[src/rtl/ahb_pkg.sv]
// Shared AHB-Lite encodings and FSM state encoding for the slave memory.
package ahb_pkg;

    localparam logic [1:0] HTRANS_IDLE   = 2'b00;
    localparam logic [1:0] HTRANS_BUSY   = 2'b01;
    localparam logic [1:0] HTRANS_NONSEQ = 2'b10;
    localparam logic [1:0] HTRANS_SEQ    = 2'b11;

    localparam logic HRESP_OKAY  = 1'b0;
    localparam logic HRESP_ERROR = 1'b1;

    localparam logic [2:0] HSIZE_HALF = 3'b001;

    localparam logic [2:0] ST_IDLE = 3'd0;
    localparam logic [2:0] ST_WAIT = 3'd1;
    localparam logic [2:0] ST_DATA = 3'd2;
    localparam logic [2:0] ST_ERR1 = 3'd3;
    localparam logic [2:0] ST_ERR2 = 3'd4;

    typedef enum logic [2:0] {
        S_IDLE = ST_IDLE,
        S_WAIT = ST_WAIT,
        S_DATA = ST_DATA,
        S_ERR1 = ST_ERR1,
        S_ERR2 = ST_ERR2
    } state_e;

    // NONSEQ and SEQ carry a real beat; IDLE and BUSY never do.
    function automatic logic trans_active(input logic [1:0] htrans);
        logic act;
        case (htrans)
            HTRANS_NONSEQ, HTRANS_SEQ: act = 1'b1;
            HTRANS_IDLE, HTRANS_BUSY:  act = 1'b0;
            default:                   act = 1'b0;
        endcase
        return act;
    endfunction

endpackage

[src/rtl/ahb_slave_ram.sv]
// Word-addressed single-port storage: synchronous write, combinational read.
// Contents are deliberately not reset.
module ahb_slave_ram
    import ahb_pkg::*;
#(
    parameter int DATA_WIDTH = 16,
    parameter int MEM_DEPTH  = 256,
    localparam int AW        = $clog2(MEM_DEPTH)
) (
    input  logic                  clk,
    input  logic                  we,
    input  logic [AW-1:0]         addr,
    input  logic [DATA_WIDTH-1:0] wdata,
    output logic [DATA_WIDTH-1:0] rdata
);

    logic [DATA_WIDTH-1:0] mem_q [MEM_DEPTH];

    // Commit a write word at the clock edge when enabled.
    always_ff @(posedge clk) begin
        if (we) begin
            mem_q[addr] <= wdata;
        end
    end

    assign rdata = mem_q[addr];

endmodule

[src/rtl/ahb_slave_mem.sv]
// AHB-Lite responder backed by a word-addressed RAM.
// Optional feature macro: RESP_ERR_EN -- out-of-range addresses and non-halfword
// sizes get a two-cycle ERROR response. Without it, addresses wrap onto the
// RAM and HSIZE is ignored; HRESP is always OKAY.
module ahb_slave_mem
    import ahb_pkg::*;
#(
    parameter int DATA_WIDTH  = 16,
    parameter int ADDR_WIDTH  = 16,
    parameter int MEM_DEPTH   = 256,
    parameter int WAIT_STATES = 0
) (
    input  logic                  HCLK,
    input  logic                  RESET,
    input  logic                  HSEL,
    input  logic [ADDR_WIDTH-1:0] HADDR,
    input  logic [DATA_WIDTH-1:0] HWDATA,
    input  logic [1:0]            HTRANS,
    input  logic [2:0]            HBURST,
    input  logic [2:0]            HSIZE,
    input  logic                  HWRITE,
    input  logic                  HMASTLOCK,
    output logic [DATA_WIDTH-1:0] HRDATA,
    output logic                  HREADY,
    output logic                  HRESP
);

    localparam int         RAM_AW    = $clog2(MEM_DEPTH);
    localparam bit         HAS_WAIT  = (WAIT_STATES > 0);
    // Counter is preloaded with one less than the stretch length and exits at zero.
    localparam logic [3:0] WAIT_LOAD = 4'(WAIT_STATES - 1);

    state_e              state_q, state_d;
    logic [3:0]          wait_cnt_q, wait_cnt_d;
    logic [RAM_AW-1:0]   addr_q, addr_d;
    logic                write_q, write_d;

    logic                hready_s;
    logic                hresp_s;
    logic                rd_en_s;
    logic                accept_s;
    logic                legal_s;
    logic                size_ok_s;
    logic                we_s;
    logic [DATA_WIDTH-1:0] ram_rdata_s;
    logic                unused_s;

    assign size_ok_s = (HSIZE == HSIZE_HALF);

`ifdef RESP_ERR_EN
    assign legal_s = (32'(HADDR) < 32'(MEM_DEPTH)) && size_ok_s;
`else
    assign legal_s = 1'b1;
`endif

    // Sideband and upper address bits that carry no meaning for this slave.
    assign unused_s = ^{HBURST, HMASTLOCK, HADDR, size_ok_s};

    assign accept_s = HSEL && hready_s && trans_active(HTRANS);

    // Next-state, wait counter and address/control phase capture.
    always_comb begin
        state_d    = state_q;
        wait_cnt_d = wait_cnt_q;
        addr_d     = addr_q;
        write_d    = write_q;
        case (state_q)
            S_IDLE, S_DATA, S_ERR2: begin
                if (accept_s) begin
                    addr_d  = HADDR[RAM_AW-1:0];
                    write_d = HWRITE;
                    if (!legal_s) begin
                        state_d = S_ERR1;
                    end else if (HAS_WAIT) begin
                        state_d    = S_WAIT;
                        wait_cnt_d = WAIT_LOAD;
                    end else begin
                        state_d = S_DATA;
                    end
                end else begin
                    state_d = S_IDLE;
                end
            end
            S_WAIT: begin
                if (wait_cnt_q == 4'd0) begin
                    state_d = S_DATA;
                end else begin
                    wait_cnt_d = wait_cnt_q - 4'd1;
                end
            end
            S_ERR1: begin
                state_d = S_ERR2;
            end
            default: begin
                state_d = S_IDLE;
            end
        endcase
    end

    // Bus response decoded purely from the registered state.
    always_comb begin
        hready_s = 1'b1;
        hresp_s  = HRESP_OKAY;
        rd_en_s  = 1'b0;
        case (state_q)
            S_IDLE: begin
                hready_s = 1'b1;
            end
            S_WAIT: begin
                hready_s = 1'b0;
            end
            S_DATA: begin
                rd_en_s = !write_q;
            end
            S_ERR1: begin
                hready_s = 1'b0;
                hresp_s  = HRESP_ERROR;
            end
            S_ERR2: begin
                hresp_s = HRESP_ERROR;
            end
            default: begin
                hready_s = 1'b1;
            end
        endcase
    end

    // State and phase registers with synchronous active-low reset.
    always_ff @(posedge HCLK) begin
        if (!RESET) begin
            state_q    <= S_IDLE;
            wait_cnt_q <= 4'd0;
            addr_q     <= {RAM_AW{1'b0}};
            write_q    <= 1'b0;
        end else begin
            state_q    <= state_d;
            wait_cnt_q <= wait_cnt_d;
            addr_q     <= addr_d;
            write_q    <= write_d;
        end
    end

    // The write lands at the edge closing the DATA cycle; reset at that edge cancels it.
    assign we_s = (state_q == S_DATA) && write_q && RESET;

    ahb_slave_ram #(
        .DATA_WIDTH (DATA_WIDTH),
        .MEM_DEPTH  (MEM_DEPTH)
    ) u_ram (
        .clk   (HCLK),
        .we    (we_s),
        .addr  (addr_q),
        .wdata (HWDATA),
        .rdata (ram_rdata_s)
    );

    assign HREADY = hready_s;
`ifdef RESP_ERR_EN
    assign HRESP  = hresp_s;
`else
    assign HRESP  = HRESP_OKAY;
`endif
    assign HRDATA = rd_en_s ? ram_rdata_s : {DATA_WIDTH{1'b0}};

endmodule
[config.mk]
export PLATFORM = sky130hd
export DESIGN_NAME = ahb_slave_mem
export DESIGN_NICKNAME = d
export VERILOG_FILES = /design/src/rtl/ahb_pkg.sv /design/src/rtl/ahb_slave_ram.sv /design/src/rtl/ahb_slave_mem.sv
export SDC_FILE = /design/constraint.sdc
export NUM_CORES = 2
export LEC_CHECK = 0
export CORE_AREA = 2 2 656 822
export CTS_BUF_LIST = sky130_fd_sc_hd__clkbuf_2
export CTS_CLUSTER_DIAMETER = 100
export DETAILED_ROUTE_END_ITERATION = 8
export DIE_AREA = 0 0 658 824
export REMOVE_ABC_BUFFERS = 1
export SETUP_SLACK_MARGIN = 0.1
export SLEW_MARGIN = 40
export SYNTH_ARGS = -nofsm -noshare
export SYNTH_HDL_FRONTEND = slang
export SYNTH_SLANG_ARGS = --single-unit
[constraint.sdc]
create_clock -name HCLK -period 5.5 [get_ports HCLK]
set_clock_uncertainty 0.2 [all_clocks]
set_input_delay 1.1 -clock HCLK [delete_from_list [all_inputs] [get_ports HCLK]]
set_output_delay 1.1 -clock HCLK [all_outputs]
set_load 0.03 [all_outputs]
; ---- Word level (Yosys, flattened, before mapping)
; Memories as Yosys holds them, arrays and structs flattened. A register that Yosys moved wholly into a read port is not among the register bits.
; Index checks and enable logic that the tools add are counted.
[op_classes]
addsub = 1
n_eq_ne = 8
muxes = 11
bitwise = 1
reduce_logical = 14
[op_table]
columns = cell, n
row1 = $mux W16, 1
row2 = $mux W8, 2
row3 = $pmux W3 S3, 1
row4 = $eq A3 B2 Y1 const B, 2
row5 = $reduce_or A2 Y1, 3
row6 = $eq A2 B2 Y1 const B, 2
row7 = $logic_and A1 B1 Y1, 4
row8 = $logic_not A4 Y1, 1
row9 = $mux W1, 4
row10 = $reduce_and A2 Y1, 2
row11 = $sub A4 B1 Y4 const B, 1
row12 = $eq A3 B1 Y1 const B, 1
row13 = $eq A3 B3 Y1 const B, 1
row14 = $logic_not A3 Y1, 1
row15 = $mux W3, 1
row16 = $reduce_or A3 Y1, 1
row17 = $eq A2 B1 Y1 const B, 1
row18 = $logic_not A2 Y1, 1
row19 = $mux W2, 1
row20 = $ne A2 B2 Y1 const B, 1
row21 = $pmux W1 S2, 1
row22 = $logic_not A1 Y1, 1
row23 = $not A1 Y1, 1
[totals]
reg_bits = 16
mem_bits_rw = 4096
inputBits = 45
out_inout_bits = 18
wordCells = 40
memories = 1
[mem_list]
columns = memory, words, width, rd, rd_clocked_by_memory_dff, write_ports, line_no
row1 = u_ram.mem_q, 256, 16, 1, 1, 1, ahb_slave_ram.sv:17  ; logic [DATA_WIDTH-1:0] mem_q [MEM_DEPTH];

; ---- Logic depth before layout (Yosys ltp)
[depth]
ltp_word = 8
ltp_mapped = 14
ltp_nobuf = 7

; ---- Cells and area by module
; Synthesis repeated with hierarchy kept, for this count alone.
[unflattened]
cells_unflattened = 6778
area_unflattened_um2 = 155626.8
[by_module_without_submodules]
columns = module, instances, cells_each, area_each_um2, seq_area_each_um2
row1 = ahb_slave_ram, 1, 6711, 155078.7, 122998.0
row2 = ahb_slave_mem, 1, 67, 548.0, 200.2

; ---- Worst setup path after synthesis
; OpenSTA, ideal clock, no wires.
[synth_timing]
path_kind = reg-to-output
start = register (tool-made name)
end = output port HRDATA[10]
t_arrival_ps = 2930
t_required_ps = 4200
slack_ps = 1270
stages_incl_launch_ff = 13
path_buffers = 6
path_cell_list = dfxtp_1 buf_6 buf_12 buf_12 buf_8 buf_8 buf_6 mux2i_1 o221ai_1 a21oi_1 o211ai_1 a21oi_1 o41ai_1
[synth_lines]
columns = element, line_no
row1 = end: declaration, ahb_slave_mem.sv:23  ; output logic [DATA_WIDTH-1:0] HRDATA,

==> flow_summary_export.csv <==
group,metric,value,unit
placement,gp_congestion,0.8706,
setup_path,end_kind,"output port",
logic_synthesis,avgSynthCellArea,21.65,um^2
sta,hold_viol_final,0,
detailed_routing,wl_per_cell,29.75,um
job,max_cap_violations,0,
clock_tree,cts.sinks,4114,
setup_path,cp.arrival,5.46,ns
sta,holdWs,0.3400,ns
detailed_routing,ant_nets,0,
sta,period_share,122.9,%
floorplanning,die_h,824,um
detailed_routing,highest_layer,"met5",
logic_synthesis,netlist_instances,7386,
cells_and_area,design_area,187400,um^2
setup_path,max_stage_delay,0.53,ns
clock_tree,root_buffer,"clkbuf_2",
cells_and_area,nFillCells,49604,
floorplanning,die_w,658,um
detailed_routing,wl_met3,42.81,mm
setup_path,cpLargestDelayFamily,"simple AND/OR/NAND/NOR gates",
sta,setup_ws,-1.259,ns
setup_path,crit_type,"flop to output port",
logic_synthesis,yosys.cell_types.count,73,
power_and_ir_drop,p_leak,57.90,nW
detailed_routing,initialDrtViolationCount,10865,
power_and_ir_drop,p_per_area,303.8,nW/um^2
grt,grt_pass1_wl,678.3,mm
sta,max_slew_margin,32.54,%
floorplanning,dieArea,542200,um^2
floorplanning,rows,301,
grt,grt_pass1_vias,87337,
logic_synthesis,syn_area,159900,um^2
clock_tree,cts_buffers,898,
clock_tree,clock_path_buffers,4,
setup_path,path_max_fanout,12,
sta,finalSetupViolations,16,
detailed_routing,first_pass_iters,6,
power_and_ir_drop,ir_drop,0.1827,mV
detailed_routing,met2_length,245.0,mm
placement,place.detailed.hpwl,292.1,mm
setup_path,worstSetupStartpointType,"flop",
clock_tree,clkLatencyLatePin,2.12,ns
logic_synthesis,ys_ff_latch,4114,
detailed_routing,drt_wl_total,497.1,mm
detailed_routing,vias,86607,
logic_synthesis,synth_edf_count,4096,
setup_path,crit_top_cell,"buf_4",
sta,min_period,6.759,ns
clock_tree,cts_tree,"yes",
grt,antenna_found_initial,25,
sta,worst_pin_slew,1.012,ns
grt,grt_max_degree,185,
clock_tree,htreeDepth,6,
logic_synthesis,async_flop_share,0,%
floorplanning,ios,63,
status,status,"complete, but fails checks",
status,violations,"negative setup slack",
hold_path,hold_class,"input port to flop",
setup_path,cp.buffers_inverters,4,
cells_and_area,fin_nets,8913,
sta,drv_slew,0,
floorplanning,core-area,535200,um^2
floorplanning,start_util,29.88,%
clock_tree,clk_pin_slew_worst_paths,0.13,ns
sta,fmax,148.0,MHz
cells_and_area,layout_commonest_cell,"edfxtp_1",
cells_and_area,drive_gt1_share,36.79,%
detailed_routing,met1Wirelength,175.9,mm
sta,rsz0062_at_grt,"yes",
grt,track_usage,17.66,%
setup_path,critPathSlowestCell,"or3_4",
logic_synthesis,synthFlopType,"edfxtp_1",
detailed_routing,drcViolationCount,0,
logic_synthesis,synth-seq-area-share,77.16,%
setup_path,required,4.20,ns
placement,postPlaceCellArea,173300,um^2
cells_and_area,mostFrequentLayoutCells,"edfxtp_1, clkbuf_2, mux4_2",
detailed_routing,viasPerCell,5.182,
logic_synthesis,synth_warnings,0,
power_and_ir_drop,power,56.92,mW
setup_path,worstPathCellList,"buf_4 -> or3b_2 -> buf_4 -> nor4_2 -> a2111oi_4 -> nand4_1 -> or3_4 -> o41ai_2 -> buf_4 -> buf_12",
placement,portBuffers,44,
grt,grt_remaining_overflow,0,
cells_and_area,area.growth.synth_to_final,17.18,%
[worst min-delay path, cell delays in order]
cell	delay, ns
dlygate4sd3_1	0.53
clkdlybuf4s50_1	0.60
buf_4	0.26
a21boi_0	0.13
[layer usage]
metal  global-route usage, %  vias to the layer above
met3                   3.307                     1036
li1                        -                    34915
met5                       0                        -
met1                   20.82                    45591
met4                   10.68                       12
met2                   29.98                     5053
[registers in the layout, indices dropped and copies added, names as in the netlist, named ones only]
name	count
state_q	1
addr_q	8
u_ram.mem_q	4096
write_q	1
[where the power goes]
group | total (mW) | internal, mW | switching (mW)
Sequential | 34.4 | 34.4 | 0.0170
Clock | 18.9 | 6.94 | 12.0
Combinational | 3.56 | 1.33 | 2.23
Total | 56.9 | 42.7 | 14.2
[per-stage QoR]
stage / std cells / util, % / TNS [ns] / setup WS (ns)
2_1_floorplan: 6947 / - / -774.40 / -49.06
3_3_place_gp: 14839 / 32.34 / -0.2954 / -0.1278
3_5_place_dp: 14844 / 32.39 / -0.05240 / -0.05240
4_1_cts: 16627 / 34.72 / -21.87 / -1.431
5_1_grt: 16704 / 35.00 / -20.39 / -1.347
6_report: 16713 / 35.01 / -18.65 / -1.259
[cell usage after synthesis (6+ instances only)]
master / number / area [um^2]
a2111oi_0: 20 / 175.2
clkbuf_1: 121 / 454.2
nor4_1: 14 / 87.58
mux4_2: 766 / 17250
edfxtp_1: 4096 / 123000
buf_6: 86 / 968.4
or4_1: 9 / 67.56
o31ai_1: 7 / 52.55
buf_12: 20 / 400.4
buf_2: 102 / 510.5
buf_1: 12 / 45.04
nor3_1: 55 / 275.3
a211oi_1: 22 / 165.2
o2111ai_1: 6 / 52.55
o32ai_1: 6 / 52.55
a31oi_1: 25 / 156.4
nand2_1: 128 / 480.5
o221ai_1: 191 / 1673
o22a_1: 6 / 52.55
a21boi_0: 11 / 82.58
a22oi_1: 40 / 300.3
a221oi_1: 7 / 61.31
and3_1: 7 / 43.79
nand3_1: 56 / 280.3
a21oi_1: 120 / 600.6
o211ai_1: 10 / 75.07
clkbuf_4: 14 / 105.1
mux2_2: 24 / 270.3
and2_1: 15 / 93.84
nor2_1: 378 / 1419
nand4_1: 17 / 106.4
or3_1: 10 / 62.56
dfxtp_1: 18 / 360.4
buf_4: 39 / 292.8
mux2i_1: 494 / 4945
o21ai_0: 82 / 410.4
nor2b_1: 14 / 87.58
o22ai_1: 133 / 832.1
buf_8: 43 / 645.6
mux4_1: 85 / 2233
[final timing paths]
path | startpoint | endpoint | slack [ns] | depth (start not counted)
worst max-delay path | flop | HRDATA[10] | -1.26 | 10
worst min register to register | addr_q[2] | addr_q[2] | 0.42 | 2
worst max register to register | addr_q[5] | u_ram.mem_q[194][6] | 2.01 | 4
worst min-delay path | RESET | flop | 0.34 | 4
[layout make-up]
type	instances	area, um^2	share of cell area [%]
Inverter	5	40.04	0.02137
Clock inverter	369	2046	1.092
Antenna cell	20	50.05	0.02671
Multi-Input combinational cell	2830	35210	18.79
Clock buffer	1236	6186	3.302
Sequential cell	4114	123400	65.85
Tap cell	7120	8909	4.755
Timing Repair Buffer	1019	11530	6.156
[cell families after synthesis]
group                  synth area share, %
DFF                                  77.16
buffers and inverters                2.163
and+or+nand+nor                      1.978
muxes                                15.45
other                             0.004697
AOI/OAI and AO/OA                    3.250
[repair_timing]
item,in CTS,in global routing
setup buffers,66,52
endpoints found under the setup margin,16,16
hold endpoints to repair,4113,0
hold buffers,81,0
gates cloned,31,13
pin swaps,42,26
gates resized for setup,326,141
No activity file was read; power rests on OpenSTA's default activity.
